[src/rtl/program_loader.sv]
// rtl/program_loader.sv - loads a little-endian word image from a byte stream into instruction RAM
// Optional LOADER_CHECKSUM_EN: trailing XOR checksum byte validates the payload.
module program_loader #(
  parameter int MEMORY_DEPTH = 256,
  parameter int DATA_WIDTH   = 32
) (
  input  logic                  clk,
  input  logic                  reset,
  input  logic                  Start,
  input  logic [7:0]            ByteIn,
  input  logic                  ByteValid,
  output logic                  ByteReady,
  output logic                  WriteEnable,
  output logic [DATA_WIDTH-1:0] WriteAddress,
  output logic [DATA_WIDTH-1:0] WriteData,
  output logic                  Busy,
  output logic                  CpuHold,
  output logic                  Done,
  output logic                  Error
);

  localparam logic [16:0] DEPTH = 17'(MEMORY_DEPTH);

  typedef enum logic [2:0] {
    S_IDLE, S_LEN_HI, S_LEN_LO, S_DATA, S_WRITE, S_CHK
  } state_t;

  state_t                  state_q, state_d;
  logic [15:0]             len_q, len_d;
  logic [1:0]              cnt_q, cnt_d;
  logic [DATA_WIDTH-1:0]   addr_q, addr_d;
  logic [DATA_WIDTH-1:0]   data_q, data_d;
  logic                    busy_q, busy_d;
  logic                    done_q, done_d;
  logic                    error_q, error_d;
  logic                    ready_q, ready_d;
  logic                    we_q, we_d;
`ifdef LOADER_CHECKSUM_EN
  logic [7:0]              chk_q, chk_d;
`endif

  logic        take;
  logic        end_load;
  logic [15:0] n_words;

  assign take    = ByteValid && ready_q;
  assign n_words = {len_q[15:8], ByteIn};

  always_comb begin
    state_d  = state_q;
    len_d    = len_q;
    cnt_d    = cnt_q;
    addr_d   = addr_q;
    data_d   = data_q;
    busy_d   = busy_q;
    done_d   = done_q;
    error_d  = error_q;
    end_load = 1'b0;
`ifdef LOADER_CHECKSUM_EN
    chk_d    = chk_q;
`endif
    case (state_q)
      S_IDLE: begin
        if (Start) begin
          done_d  = 1'b0;
          error_d = 1'b0;
          busy_d  = 1'b1;
          addr_d  = '0;
          cnt_d   = 2'd0;
`ifdef LOADER_CHECKSUM_EN
          chk_d   = 8'h00;
`endif
          state_d = S_LEN_HI;
        end
      end
      S_LEN_HI: begin
        if (take) begin
          len_d[15:8] = ByteIn;
          state_d     = S_LEN_LO;
        end
      end
      S_LEN_LO: begin
        if (take) begin
          len_d = n_words;
          if ({1'b0, n_words} > DEPTH) begin
            error_d = 1'b1;
            busy_d  = 1'b0;
            state_d = S_IDLE;
          end else if (n_words == 16'd0) begin
            end_load = 1'b1;
          end else begin
            state_d = S_DATA;
          end
        end
      end
      S_DATA: begin
        if (take) begin
          data_d[{cnt_q, 3'b000} +: 8] = ByteIn;
`ifdef LOADER_CHECKSUM_EN
          chk_d = chk_q ^ ByteIn;
`endif
          cnt_d = cnt_q + 2'd1;
          if (cnt_q == 2'd3) state_d = S_WRITE;
        end
      end
      S_WRITE: begin
        addr_d = addr_q + DATA_WIDTH'(4);
        len_d  = len_q - 16'd1;
        if (len_q == 16'd1) end_load = 1'b1;
        else                state_d  = S_DATA;
      end
      S_CHK: begin
        if (take) begin
          busy_d  = 1'b0;
          state_d = S_IDLE;
`ifdef LOADER_CHECKSUM_EN
          if (ByteIn == chk_q) done_d  = 1'b1;
          else                 error_d = 1'b1;
`else
          done_d = 1'b1;
`endif
        end
      end
      default: state_d = S_IDLE;
    endcase

    // Last word written (or empty image): either await the checksum or finish now.
    if (end_load) begin
`ifdef LOADER_CHECKSUM_EN
      state_d = S_CHK;
`else
      state_d = S_IDLE;
      busy_d  = 1'b0;
      done_d  = 1'b1;
`endif
    end

    ready_d = (state_d inside {S_LEN_HI, S_LEN_LO, S_DATA, S_CHK});
    we_d    = (state_d == S_WRITE);
  end

  always_ff @(posedge clk or negedge reset) begin
    if (!reset) begin
      state_q <= S_IDLE;
      len_q   <= '0;
      cnt_q   <= '0;
      addr_q  <= '0;
      data_q  <= '0;
      busy_q  <= 1'b0;
      done_q  <= 1'b0;
      error_q <= 1'b0;
      ready_q <= 1'b0;
      we_q    <= 1'b0;
`ifdef LOADER_CHECKSUM_EN
      chk_q   <= '0;
`endif
    end else begin
      state_q <= state_d;
      len_q   <= len_d;
      cnt_q   <= cnt_d;
      addr_q  <= addr_d;
      data_q  <= data_d;
      busy_q  <= busy_d;
      done_q  <= done_d;
      error_q <= error_d;
      ready_q <= ready_d;
      we_q    <= we_d;
`ifdef LOADER_CHECKSUM_EN
      chk_q   <= chk_d;
`endif
    end
  end

  assign ByteReady    = ready_q;
  assign WriteEnable  = we_q;
  assign WriteAddress = addr_q;
  assign WriteData    = data_q;
  assign Busy         = busy_q;
  assign CpuHold      = busy_q;
  assign Done         = done_q;
  assign Error        = error_q;

endmodule

[config.mk]
export PLATFORM = sky130hd
export DESIGN_NAME = program_loader
export DESIGN_NICKNAME = d
export VERILOG_FILES = /design/src/rtl/program_loader.sv
export SDC_FILE = /design/constraint.sdc
export NUM_CORES = 1
export LEC_CHECK = 0
export BUFFER_PORTS_ARGS = -buffer_cell sky130_fd_sc_hd__buf_2
export CORE_MARGIN = 3
export CORE_UTILIZATION = 35
export DETAILED_ROUTE_END_ITERATION = 10
export MAX_ROUTING_LAYER = met4
export PLACE_DENSITY_LB_ADDON = 0.08
export SLEW_MARGIN = 20
export SYNTH_ARGS = -nofsm -noshare
export SYNTH_HDL_FRONTEND = slang
export SYNTH_SLANG_ARGS = --single-unit
[constraint.sdc]
create_clock -name clk -period 1.8 [get_ports clk]
set_input_delay 0.09 -clock clk [delete_from_list [all_inputs] [get_ports clk]]
set_output_delay 0.09 -clock clk [all_outputs]
set_load 0.01 [all_outputs]
==> results of run 1 <==
[stage by stage]
stage / utilization, % / hold slack (ns) / cell area, sq um / worst slack [ns]
after floorplan: - / -0.206 / 4590 / -0.169
after global placement: 44.7 / 0.133 / 5660 / -0.196
after detailed placement: 44.7 / 0.140 / 5660 / -0.210
after CTS: 47.5 / 0.102 / 6020 / -0.141
after global routing: 48.4 / 0.113 / 6140 / -0.181
final: 48.4 / 0.113 / 6140 / -0.141
[cells by family (layout without fill, tap and decap cells)]
kind of cell    after synthesis  count (layout)
flops                        88              88
buf+inv                      35             178
compound gates              111             111
simple gates                240             240
fa+ha+maj                     9               9
other cells                   1               2
mux                          22              22
[worst max-delay path, delay by kind of cell (launching register included)]
| family | cells | cell delay, ns |
|---|---|---|
| AND/OR/NAND/NOR | 4 | 1.48 |
| flip-flops | 1 | 0.38 |
[sequential cells by signal (all words and copies together), names as in the netlist]
register and count:
WriteData 32, WriteAddress 30, len_q 16, state_q 3, cnt_q 2, Busy 1
ByteReady 1, Done 1, Error 1, WriteEnable 1
[Yosys cell counts, drive strengths merged (4+ instances only)]
cell / instances / area share [%]
nand2: 118 / 9.7
dfrtp: 88 / 48
o21ai: 47 / 5.1
nand3: 25 / 2.7
mux2i: 21 / 4.6
nor2: 20 / 1.6
a21oi: 19 / 2.1
clkbuf: 18 / 1.5
nor3: 16 / 1.9
nand4: 15 / 2.1
inv: 11 / 0.90
ha: 9 / 2.5
or4: 8 / 1.3
buf: 6 / 0.79
and3: 5 / 0.68
nand2b: 5 / 0.68
o211ai: 5 / 0.82
nor3b: 4 / 0.66
nor4: 4 / 0.68
[final cells by class]
type / count / area [sq um] / share of cell area, %
clock buffer: 13 / 270 / 4.40
clock inverter: 3 / 47.5 / 0.775
inverter: 11 / 41.3 / 0.673
multi-input combinational: 384 / 2370 / 38.7
sequential: 88 / 2200 / 35.9
tap: 172 / 215 / 3.51
timing repair buffer: 151 / 986 / 16.1
[worst min path at each step]
stage | cells after the start | start | endpoint
finish | 3 | Start | Done$_DFFE_PN0P_
global route | 3 | Start | Done$_DFFE_PN0P_
CTS | 3 | Start | Done$_DFFE_PN0P_
detailed placement | 1 | reset | WriteData[14]$_DFFE_PN0P_
global placement | 1 | reset | WriteData[14]$_DFFE_PN0P_
floorplan | 0 | reset | Busy$_DFFE_PN0P_
[metal layers]
metal / vias to the layer above / track usage [%] / share of wire (%)
li1: 2107 / - / -
met1: 2023 / 27.1 / 50
met2: 81 / 27.2 / 44
met3: 17 / 2.95 / 4.0
met4: 0 / 7.51 / 1.8
met5: - / - / 0
[power by group through the flow]
stage,logic [W],registers [W],clock network (W)
CTS,0.00241,0.00257,0.00205
finish,0.00247,0.00258,0.00200
global route,0.00275,0.00263,0.00214
floorplan,0.00117,0.00270,0
global placement,0.00235,0.00259,0
detailed placement,0.00238,0.00260,0
[timing repair]
item	4_1_cts	5_1_grt
hold endpoints to repair	40	0
pin swaps	3	5
hold buffers	1	0
buffers inserted	1	1
gates resized for setup	6	22
endpoints found under the setup margin	15	36
==> flow_metrics.py, run 1 <==
metrics = {
    "timing": {
        "clock_skew_ns": 0.00559,
        "finalCritPeriodShare_pct": 108,
        "fin_crit_ns": 1.94,
        "drv_slew": 0,
        "rsz0062_at_grt": "true",
        "finalSetupViolCount": 6,
        "final.setup.worst_slack_ns": -0.141,
        "hold_viol": 0,
        "fin_setup_tns_ns": -0.383,
        "relSlewSlack_pct": 60.5,
        "max_freq_ghz": 0.515,
        "worstMarginPinSlew_ns": 0.593,
    },
    "placement": {
        "dp.cells": 803,
        "dpl.hpwl_mm": 9.47,
        "place.gp.congestion": 0.854,
        "portBuffers": 79,
    },
    "setup_path": {
        "r2r_end": "len_q[15]$_DFFE_PN0P_",
        "r2r-start": "len_q[10]$_DFFE_PN0P_",
        "worst_ep_required_time_ns": 2.08,
        "cp_slowest_cell": "or4_4",
        "critPathCaptureType": "flip-flop",
        "crit_type": "flip-flop to flip-flop",
        "cpPeakStageDelay_ns": 0.57,
        "path_common_cell": "or4_4",
        "crit_path_end": "len_q[15]$_DFFE_PN0P_",
        "r2r_slack_ns": -0.14,
        "critPathLaunch": "len_q[10]$_DFFE_PN0P_",
        "worstPathMaxFanout": 5,
        "cp-start-kind": "flip-flop",
        "crit_chain": "or4_4 > or4_4 > or4_1 > nand3_1",
        "r2r_cells": 4,
        "worstPathArrival_ns": 2.22,
    },
    "logic_synthesis": {
        "ys_seq_elements": 88,
        "ys.flop_type": "dfrtp_1",
        "synth_compound_area_share_pct": 15.7,
        "async_flop_share_pct": 100,
        "synthMuxAreaShare_pct": 4.85,
        "synth_edf_count": 0,
        "syn_inst": 506,
        "synthAdderAreaFrac_pct": 2.47,
        "ys_types": 60,
        "synth_top_family_by_area": "simple AND/OR/NAND/NOR gates",
        "synth_xor_area_share_pct": 0,
        "synth.yosys.seq_area_share_pct": 48.2,
        "ys_warn_count": 0,
        "synth_area_sq_um": 4570,
        "synth_area_per_cell_sq_um": 9.03,
        "synthSimpleGateAreaFrac_pct": 25.5,
    },
    "final_layout": {
        "diodes": 0,
        "final_cell_mix": "nand2_1 (118), dfrtp_1 (88), buf_2 (78)",
        "finalNonFillerCells": 822,
        "layout-drive-gt1-share_pct": 30.6,
        "fillerInstances": 1229,
        "syn_to_final_growth_pct": 34.3,
        "final_nets": 666,
        "final_common_cell": "nand2_1",
    },
    "grt": {
        "antenna_found_initial": 0,
        "grt_pass1_vias": 3967,
        "grtUsageTotal_pct": 19.0,
        "grt.overflow.total": 0,
        "grt_start_max_net_pins": 44,
        "grt_first_pass_wirelength_mm": 21.0,
    },
    "power_and_ir_drop": {
        "comb_power_share_pct": 35.0,
        "clkPwrFrac_pct": 28.3,
        "p_switching_w": 0.00241,
        "ir_drop_mv": 0.621,
        "power_frac_seq_pct": 36.6,
        "p_sw_share_pct": 34.2,
        "report.power.total_w": 0.00705,
        "power_leakage_nw": 2.99,
        "p_per_area_nw_per_um2": 1150,
        "p_int_w": 0.00464,
    },
    "status": {
        "status": "finished with violations",
        "violations": "setup timing",
    },
    "clock_tree": {
        "numCtsBuffers": 9,
        "clkSinkCount": 88,
        "clockBufferDepth": 2,
        "htreeDepth": 3,
        "root_buffer": "clkbuf_16",
        "cts_tree": "yes",
        "path_clk_slew_ns": 0.06,
        "clkLatencyLatePin_ns": 0.35,
    },
    "die": {
        "rows": 41,
        "fp.dieH_microns": 120,
        "pin_count": 82,
        "dieWidth_microns": 120,
        "coreArea_sq_um": 12700,
        "dieArea_sq_um": 14500,
        "initial_core_util_pct": 36.1,
    },
    "route": {
        "routed_wl_mm": 13.1,
        "drt-initial-drc-count": 306,
        "ant_nets": 0,
        "wl_per_cell_microns": 15.9,
        "routed_via_density": 5.14,
        "drcViolationCount": 0,
        "first_pass_iters": 4,
        "vias": 4228,
    },
    "flow_run": {
        "maxCapViolCount": 0,
    },
    "hold_path": {
        "hold_class": "primary input to flip-flop",
    },
}
(Power assumes the default switching activity.)
==> run 2, diff against run 1 <==
--- a/config.mk
+++ b/config.mk
@@ -6,11 +6,13 @@
 export NUM_CORES = 1
 export LEC_CHECK = 0
 export BUFFER_PORTS_ARGS = -buffer_cell sky130_fd_sc_hd__buf_2
+export CORE_ASPECT_RATIO = 0.75
 export CORE_MARGIN = 3
 export CORE_UTILIZATION = 35
 export DETAILED_ROUTE_END_ITERATION = 10
 export MAX_ROUTING_LAYER = met4
 export PLACE_DENSITY_LB_ADDON = 0.08
+export SETUP_SLACK_MARGIN = 0.5
 export SLEW_MARGIN = 20
 export SYNTH_ARGS = -nofsm -noshare
 export SYNTH_HDL_FRONTEND = slang
==> run 2 against run 1 <==
Effect of this change: the run still ends with setup timing left; core utilization increased by 8.9 points; wire length increased by 21%; power increased by 15%; global-route usage increased by 3.8 points; critical endpoint unchanged; final cell count increased by 3.2%; largest power group is now combinational cells; hold slack improved by 0.030 ns; critical path depth unchanged.
==> flow_metrics.py, run 2 (synthesis gave the netlist of run 1 again) <==
metrics = {
    "route": {
        "routed_wl_mm": 15.8,
        "drcViolationCount": 0,
        "ant_nets": 0,
        "wl_per_cell_microns": 18.7,
        "first_pass_iters": 4,
        "vias": 4675,
        "routed_via_density": 5.51,
        "drt-initial-drc-count": 334,
    },
    "die": {
        "coreArea_sq_um": 12500,
        "dieWidth_microns": 138,
        "rows": 35,
        "fp.dieH_microns": 105,
        "initial_core_util_pct": 36.5,
        "dieArea_sq_um": 14500,
        "pin_count": 82,
    },
    "grt": {
        "grt.overflow.total": 0,
        "grt_start_max_net_pins": 40,
        "grtUsageTotal_pct": 22.8,
        "grt_pass1_vias": 4478,
        "antenna_found_initial": 0,
        "grt_first_pass_wirelength_mm": 25.2,
    },
    "timing": {
        "worstMarginPinSlew_ns": 0.543,
        "hold_viol": 0,
        "finalSetupViolCount": 9,
        "final.setup.worst_slack_ns": -0.120,
        "fin_crit_ns": 1.92,
        "clock_skew_ns": 0.00692,
        "rsz0062_at_grt": "true",
        "max_freq_ghz": 0.521,
        "finalCritPeriodShare_pct": 107,
        "relSlewSlack_pct": 63.8,
        "fin_hold_ws_ns": 0.143,
        "drv_slew": 0,
    },
    "setup_path": {
        "crit_type": "flip-flop to flip-flop",
        "crit_chain": "or4_4 > or4_4 > or4_1 > nand3_1",
        "cp-start-kind": "flip-flop",
        "worstPathArrival_ns": 2.20,
        "worst_ep_required_time_ns": 2.08,
        "cpLargestDelayFamily": "simple AND/OR/NAND/NOR gates",
        "path_common_cell": "or4_4",
        "cp_slowest_cell": "or4_4",
        "critPathCaptureType": "flip-flop",
        "critical_path_buf_inv_count": 0,
        "cpPeakStageDelay_ns": 0.57,
        "worstPathMaxFanout": 4,
    },
    "final_layout": {
        "finalNonFillerCells": 848,
        "final_common_cell": "nand2_1",
        "largest_reg_flops": 32,
        "final_nets": 698,
        "diodes": 0,
        "layout-drive-gt1-share_pct": 47.9,
        "syn_to_final_growth_pct": 57.2,
        "stdcell_area_sq_um": 7180,
        "final_cell_mix": "nand2_1 (90), dfrtp_1 (83), buf_2 (78)",
    },
    "power_and_ir_drop": {
        "p_per_area_nw_per_um2": 1130,
        "ir_drop_mv": 0.687,
        "power_leakage_nw": 3.38,
    },
    "placement": {
        "dp.cells": 776,
        "dpl.hpwl_mm": 9.79,
        "place_area_sq_um": 5710,
        "portBuffers": 79,
        "place.gp.congestion": 0.855,
    },
    "clock_tree": {
        "path_clk_slew_ns": 0.07,
        "htreeDepth": 3,
        "root_buffer": "clkbuf_16",
        "clkLatencyLatePin_ns": 0.35,
        "numCtsBuffers": 9,
        "clockBufferDepth": 2,
        "cts_tree": "yes",
        "clkSinkCount": 88,
    },
    "status": {
        "status": "finished with violations",
        "violations": "setup timing",
    },
    "flow_run": {
        "maxCapViolCount": 0,
    },
    "hold_path": {
        "hold_class": "primary input to flip-flop",
    },
}
-- run 2: changes by cell type in the layout (fill, tap and decap cells not counted), sizes merged, moves of 2 or more --
cell    previous run  this run
inv               12        14
or4b               1         3
nand3             25        29
clkbuf            13         9
buf              150       174
-- run 2: per-layer routing --
layer	up-vias	track usage, %	routed length, microns
li1	2202	-	-
met1	2339	34.2	7770
met2	123	31.6	7190
met3	11	5.05	793
met4	0	4.51	97
met5	-	-	0
-- run 2: stage by stage --
step / total power (W) / setup slack (ns) / util [%] / TNS (ns)
after global placement: 0.00512 / -0.142 / 45.6 / -0.407
final: 0.00812 / -0.120 / 57.4 / -0.565
after CTS: 0.00782 / -0.120 / 53.5 / -0.390
after global routing: 0.00855 / -0.171 / 57.4 / -1.40
after floorplan: 0.00430 / -0.169 / - / -0.352
after detailed placement: 0.00516 / -0.142 / 45.6 / -0.654
-- run 2: layout make-up --
cell class | instances | area (sq um)
fill | 1124 | 5340
multi-input combinational | 392 | 3080
sequential | 88 | 2210
timing repair buffer | 175 | 1350
clock buffer | 9 | 225
tap | 166 | 208
clock inverter | 7 | 77.6
inverter | 11 | 43.8
-- run 2: report_power, final --
part	switching (W)	leakage, nW	total [W]	internal (W)
clock network	0.000884	0.147	0.00198	0.00109
registers	0.000354	1.17	0.00267	0.00232
logic	0.00189	2.07	0.00347	0.00158
-- run 2: worst reg2reg max path: stages (launching register included) --
cell	delay, ns
dfrtp_1	0.38
or4_4	0.57
or4_4	0.43
or4_1	0.40
nand3_1	0.08
-- run 2: path summary, 6_finish.rpt --
check / cells past startpoint / slack, ns / to / start
setup / recovery: 4 / -0.12 / len_q[15]$_DFFE_PN0P_ / len_q[11]$_DFFE_PN0P_
hold / removal: 3 / 0.14 / Done$_DFFE_PN0P_ / Start
setup reg to reg: 4 / -0.12 / len_q[15]$_DFFE_PN0P_ / len_q[11]$_DFFE_PN0P_
hold reg to reg: 1 / 0.48 / WriteAddress[31]$_DFFE_PN0P_ / WriteAddress[31]$_DFFE_PN0P_
max in group asynchronous: 3 / 0.94 / len_q[10]$_DFFE_PN0P_ / reset
min in group asynchronous: 2 / 0.25 / WriteData[15]$_DFFE_PN0P_ / reset
-- run 2: timing repair --
| action | 4_1_cts | 5_1_grt |
|---|---|---|
| gates cloned | 10 | 0 |
| gates resized for setup | 91 | 82 |
| setup buffers | 26 | 19 |
| pin swaps | 74 | 35 |
| endpoints found under the setup margin | 87 | 88 |
| hold buffers | 1 | 0 |
| hold endpoints to repair | 36 | 0 |
